--- config.mk ---
export PLATFORM = sky130hd
export DESIGN_NAME = instr_decode_ctrl
export DESIGN_NICKNAME = d
export VERILOG_FILES = /design/src/rtl/instr_decode_ctrl.sv
export SDC_FILE = /design/constraint.sdc
export NUM_CORES = 1
export LEC_CHECK = 0
export BUFFER_PORTS_ARGS = -buffer_cell sky130_fd_sc_hd__buf_2
export CAP_MARGIN = 25
export CORE_ASPECT_RATIO = 0.75
export CORE_MARGIN = 2
export CORE_UTILIZATION = 48
export CTS_CLUSTER_DIAMETER = 200
export CTS_CLUSTER_SIZE = 14
export DETAILED_ROUTE_END_ITERATION = 8
export PLACE_DENSITY_LB_ADDON = 0.25
export SLEW_MARGIN = 20
export SYNTH_ARGS = -nofsm -noshare
export SYNTH_HDL_FRONTEND = slang
export SYNTH_SLANG_ARGS = --single-unit
--- constraint.sdc ---
create_clock -name clk -period 3.35 [get_ports clk]
set_input_delay 0.67 -clock clk [delete_from_list [all_inputs] [get_ports clk]]
set_output_delay 0.67 -clock clk [all_outputs]
set_load 0.005 [all_outputs]
--- src/rtl/instr_decode_ctrl.sv ---
// Fetch/decode/execute/writeback sequencer for the 16-bit RISC core.
// It fetches over a req/ack port, decodes register-file addresses and controls, and owns the program counter.
module instr_decode_ctrl #(
  parameter int PC_W = 8
) (
  input  logic            clk,
  input  logic            clr,
  output logic            mem_req,
  output logic [PC_W-1:0] mem_addr,
  input  logic            mem_ack,
  input  logic [15:0]     mem_data,
  input  logic [15:0]     a_data,
  output logic [3:0]      Aaddr,
  output logic [3:0]      Baddr,
  output logic [3:0]      Caddr,
  output logic            load,
  output logic [2:0]      alu_op,
  output logic            imm_sel,
  output logic [15:0]     imm,
  output logic [PC_W-1:0] pc,
  output logic            halted,
  output logic            illegal
);

  typedef enum logic [2:0] {
    S_FETCH,
    S_DECODE,
    S_EXEC,
    S_WB,
    S_HALT
  } state_t;

  state_t          state_q, state_d;
  logic [PC_W-1:0] pc_q, pc_d;
  logic [15:0]     ir_q, ir_d;

  logic [3:0]      op;
  logic            is_alu, is_ldi, is_jmp, is_bz, is_halt, is_undef;
  logic [PC_W-1:0] bz_off;

  assign op       = ir_q[15:12];
  assign is_alu   = (op >= 4'h1) && (op <= 4'h7);
  assign is_ldi   = (op == 4'h8);
  assign is_jmp   = (op == 4'h9);
  assign is_bz    = (op == 4'hA);
  assign is_halt  = (op == 4'hF);
  assign is_undef = (op >= 4'hB) && (op <= 4'hE);
  // The branch offset lives in the rd field and is signed.
  assign bz_off   = {{(PC_W-4){ir_q[11]}}, ir_q[11:8]};

  always_ff @(posedge clk) begin
    if (clr) begin
      state_q <= S_FETCH;
      pc_q    <= '0;
      ir_q    <= '0;
    end else begin
      state_q <= state_d;
      pc_q    <= pc_d;
      ir_q    <= ir_d;
    end
  end

  always_comb begin
    state_d = state_q;
    pc_d    = pc_q;
    ir_d    = ir_q;
    case (state_q)
      S_FETCH: begin
        if (mem_ack) begin
          ir_d    = mem_data;
          state_d = S_DECODE;
        end
      end
      S_DECODE: state_d = S_EXEC;
      S_EXEC: begin
        pc_d    = pc_q + PC_W'(1);
        state_d = S_FETCH;
        if (is_jmp) begin
          pc_d = ir_q[PC_W-1:0];
        end else if (is_bz && (a_data == 16'h0000)) begin
          pc_d = pc_q + bz_off;
        end
        if (is_halt) begin
          pc_d    = pc_q;
          state_d = S_HALT;
        end else if (is_alu || is_ldi) begin
          state_d = S_WB;
        end
      end
      S_WB:    state_d = S_FETCH;
      S_HALT:  state_d = S_HALT;
      default: state_d = S_FETCH;
    endcase
  end

  // Decoded fields follow ir, so they stay put from DECODE until the next fetch lands.
  assign Aaddr    = ir_q[7:4];
  assign Baddr    = ir_q[3:0];
  assign Caddr    = ir_q[11:8];
  assign alu_op   = is_alu ? (op[2:0] - 3'd1) : 3'd0;
  assign imm_sel  = is_ldi;
  assign imm      = {8'h00, ir_q[7:0]};

  assign mem_req  = (state_q == S_FETCH);
  assign mem_addr = pc_q;
  assign pc       = pc_q;
  assign load     = (state_q == S_WB);
  assign halted   = (state_q == S_HALT);
  assign illegal  = (state_q == S_DECODE) && is_undef;

endmodule

After elaboration in Yosys (flattened, before gate mapping)
Index checks and enable logic that the tools add are counted.
W data, S select, Z words.
- bits in registers: 27
- latch bits: 0
- memory bits (writable): 0
- memory bits (read-only): 0
- memories: 0
- add/sub/neg operators: 3
- multipliers: 0
- divide/modulo/power cells: 0
- magnitude comparators: 4
- equal/unequal tests: 9
- shifts and indexed selects: 0
- mux-type cells: 7
- bitwise operators: 1
- reduce and logical (&&, ||, !) cells: 9
- operator list (cell ; count):
    $eq A4 B4 Y1 const B ; 4
    $logic_not A16 Y1 ; 1
    $mux W8 ; 2
    $pmux W3 S4 ; 1
    $mux W3 ; 3
    $add A8 B1 Y8 const B ; 1
    $add A8 B8 Y8 ; 1
    $eq A3 B2 Y1 const B ; 2
    $ge A4 B1 Y1 const B ; 1
    $ge A4 B4 Y1 const B ; 1
    $le A4 B3 Y1 const B ; 1
    $le A4 B4 Y1 const B ; 1
    $logic_and A1 B1 Y1 ; 4
    $reduce_and A2 Y1 ; 2
    $eq A3 B1 Y1 const B ; 1
    $eq A3 B3 Y1 const B ; 1
    $logic_not A3 Y1 ; 1
    $sub A3 B1 Y3 const B ; 1
    $mux W2 ; 1
    $ne A2 B1 Y1 const B ; 1
    $logic_or A1 B1 Y1 ; 1
    $not A1 Y1 ; 1

Logic depth before layout (Yosys ltp)
- word-level depth: 6
- gate-level depth with buffers: 13
- gate-level depth less buffers: 13

Least setup slack after synthesis
OpenSTA, ideal clock, no wires.
- path type: input to register
- from: input port a_data[8]
- to: register pc_q[4], in the netlist mem_addr[4]
- setup time: 0.133 ns
- data arrival time: 2.760 ns
- required time: 3.217 ns
- slack: 0.458 ns
- cell stages on the path: 12
- cells stage by stage: nor4_2 > nand3_1 > or3_1 > ha_1 > inv_1 > fa_1 > inv_1 > a21o_1 > nor4_1 > o21bai_1 > mux2i_1 > a31oi_1
- longest elaborated chain between the ends: 4
- RTL lines (what ; line ; text):
    from (decl) ; 12 ; input logic [15:0] a_data,
    $logic_not A16 Y1 ; 80 ; end else if (is_bz && (a_data == 16'h0000)) begin
    $logic_and A1 B1 Y1 ; 80 ;
    $mux W8 ; 80 ;
    $mux W8 ; 78 ; if (is_jmp) begin
    to (signal assigned) ; 58 ; pc_q <= pc_d;
    to (decl) ; 34 ; logic [PC_W-1:0] pc_q, pc_d;
Every way passes these cells.
A chain may end at the register's enable or synchronous reset.

Worst setup path after layout
Same ends and word-level chain as after synthesis.

==> flow_summary.yaml <==
run_status:
  status: "complete, no violations"
clocking:
  ctsResizeCount: 0
  clk-insertion-delay-late_ns: 0.27
  holdBufCountCts: 0
  cts.reportedPaths.clkPinSlew_ns: 0.10
  postCtsSetupBuffers: 0
  clockBufferDepth: 2
  cts_sinks: 27
  cts-root-buf: "clkbuf_8"
  cts_tree: "built"
  numCtsBuffers: 3
  htree_num_levels: 1
sta:
  worst_slew_margin_rel_pct: 53.3
  finalHoldViolCount: 0
  slew_violations: 0
  finClkSkew_ns: 0.00206
  min_period_ns: 2.88
  tightest_slew_ns: 0.699
  tns_ns: 0
  rsz0062_at_grt: "false"
  finalSetupViolations: 0
  fin_crit_sh_pct: 86.1
  max_freq_ghz: 0.347
  fin_ws_ns: 0.466
power:
  power_leakage_uw: 0.00104
  fin_total_pwr_uw: 738
  ir_drop_v: 0.000218
  p_per_area_mw_per_mm2: 335
hold_path:
  hp-class: "reg2reg"
  hold_start: "ir_q[3]"
synthesis:
  synth_seq_cells: 27
  ys_warn_count: 0
  netlist_instances: 253
  yosysUniqueCellTypes: 51
  synth-seq-area-share_pct: 27.2
  syn_avg_cell_area_um2: 7.85
  syn_area_mm2: 0.00199
global_route:
  antenna_found_initial: 0
  grt_overflow_total: 0
  grtUsageTotal_pct: 18.3
  grt_max_degree: 34
  grt_pass1_vias: 1465
  grt_pass1_wl_um: 6860
floorplanning:
  die_area_mm2: 0.00468
  num_io_pins: 87
  num_rows: 20
  die_w_um: 78.3
  die_y_um: 59.7
  coreArea_mm2: 0.00400
  start_util_pct: 49.6
setup_path:
  crit_fanout: 4
  cp.required_ns: 3.49
  crit_path_start_kind: "input port"
  crit_arrival_ns: 3.03
  r2r-start: "ir_q[12]"
  startpoint: "a_data[8]"
  cp-end-kind: "flop"
  critical_path_class: "in2reg"
final_layout:
  antenna_cells: 0
  nets: 341
  drive_gt1_share_pct: 34.1
  syn2layout_area_growth_pct: 10.9
  final_cells: 351
  fill_cells: 389
detailed_routing:
  vias: 1789
  wl_um: 4260
  ant_nets: 0
  drt-initial-drc-count: 92
  drc: 0
  drtPass1Iterations: 4
  wl_per_cell_um: 12.1
  viasPerCell: 5.10
flow_run:
  drv_cap: 0
placed_design:
  dpl.cell_count: 347
  dpl_worst_slack_ns: 0.183
  gp_congestion: 0.820
  port-buffer-count: 78
  hpwl_um: 3260
-- synth_stat cells, drive strengths merged --
cell / n / area, µm²
nor2: 14 / 60.1
o41a: 1 / 12.5
xnor2: 2 / 17.5
nand4: 2 / 18.8
nor3b: 4 / 30.0
conb: 1 / 3.75
mux2i: 7 / 70.1
and2: 3 / 21.3
nor3: 11 / 55.1
ha: 8 / 100
a32oi: 1 / 8.76
nand4b: 2 / 17.5
fa: 1 / 20.0
a21oi: 18 / 90.1
buf: 41 / 308
and3: 4 / 31.3
or2: 1 / 6.26
a211oi: 2 / 15.0
a21o: 3 / 22.5
nand3b: 1 / 7.51
dfxtp: 27 / 541
o21ai: 3 / 18.8
nand3: 10 / 60.1
xor2: 1 / 8.76
o21bai: 2 / 15.0
inv: 8 / 30.0
nor4: 9 / 81.3
nor4bb: 1 / 10.0
nand2b: 2 / 12.5
a2111oi: 1 / 8.76
nand2: 43 / 161
o211ai: 1 / 7.51
clkbuf: 6 / 22.5
a31oi: 3 / 18.8
or3: 2 / 12.5
o221a: 1 / 11.3
a21boi: 1 / 7.51
nor2b: 4 / 32.5
mux2: 1 / 11.3
-- final timing paths --
kind | to | slack, ns | cells after the start
setup / recovery | mem_addr[4] | 0.47 | 13
hold / removal | ir_q[3] | 0.49 | 2
setup reg to reg | mem_addr[4] | 0.62 | 13
hold reg to reg | ir_q[3] | 0.49 | 2
-- layer usage --
metal / global-route usage [%] / vias to the layer above / wire, µm
met5: 0 / - / 0
met4: 2.26 / 0 / 7
met3: 3.47 / 3 / 223
met2: 28.7 / 46 / 1840
met1: 27.2 / 822 / 2200
li1: - / 918 / -
-- cells in the final DEF (no fill, tap or decap), drive strengths merged, types with 3 or more instances in the layout --
master,Yosys,final
nor2,14,14
nand3,10,10
dfxtp,27,27
mux2i,7,7
conb,1,8
buf,41,79
nor2b,4,4
nand2,43,43
nor3,11,11
a31oi,3,3
nor3b,4,4
a21o,3,3
ha,8,8
and3,4,4
nor4,9,9
a21oi,18,18
clkbuf,6,3
and2,3,3
inv,8,8
o21ai,3,3
-- sequential cells by signal, indices dropped and copies added (netlist names) --
signal    flops
ir_q         16
mem_addr      8
state_q       3
-- critical path, cell delays in order --
cell and delay (ns):
buf_2 0.10, nor4_2 0.34, nand3_1 0.14, or3_1 0.36, ha_1 0.20, inv_1 0.07
fa_1 0.19, inv_1 0.05, a21o_1 0.20, nor4_1 0.24, o21bai_1 0.17, mux2i_1 0.21
a31oi_1 0.09
-- metrics by stage --
| step | utilization [%] | hold WS [ns] | instance area (µm²) |
|---|---|---|---|
| 2_1_floorplan | - | 0.445 | 2010 |
| 3_3_place_gp | 53.8 | 0.468 | 2150 |
| 3_5_place_dp | 53.8 | 0.470 | 2150 |
| 4_1_cts | 55.0 | 0.486 | 2200 |
| 5_1_grt | 55.0 | 0.508 | 2200 |
| 6_report | 55.0 | 0.489 | 2200 |
-- cells by family (layout without fill, tap and decap cells) --
family / after synthesis / after routing / share of synthesized area [%]
adders and majority gates: 9 / 9 / 6.05
other: 1 / 8 / 0.189
muxes: 8 / 8 / 4.09
DFF: 27 / 27 / 27.2
buffers and inverters: 55 / 91 / 18.1
xor gates and xnor gates: 3 / 3 / 1.32
AOI/OAI and AO/OA: 37 / 37 / 11.9
and+or+nand+nor: 113 / 113 / 31.1
-- where the power goes --
group	total (µW)	switching [µW]	leakage (µW)	internal, µW
clock	191	106	0.0000217	84.5
combinational	173	90.9	0.000796	81.9
sequential	374	30.5	0.000221	344
total	738	228	0.00104	510
-- cell type report --
type	instances	area, µm²	share of cell area (%)
clock inverter	1	7.51	0.341
sequential	27	541	24.5
tap	55	68.8	3.12
multi-input combinational	178	1120	50.7
clock buffer	3	41.3	1.87
inverter	8	30.0	1.36
timing repair buffer	79	398	18.1
Power figures use the tool's default switching activity.
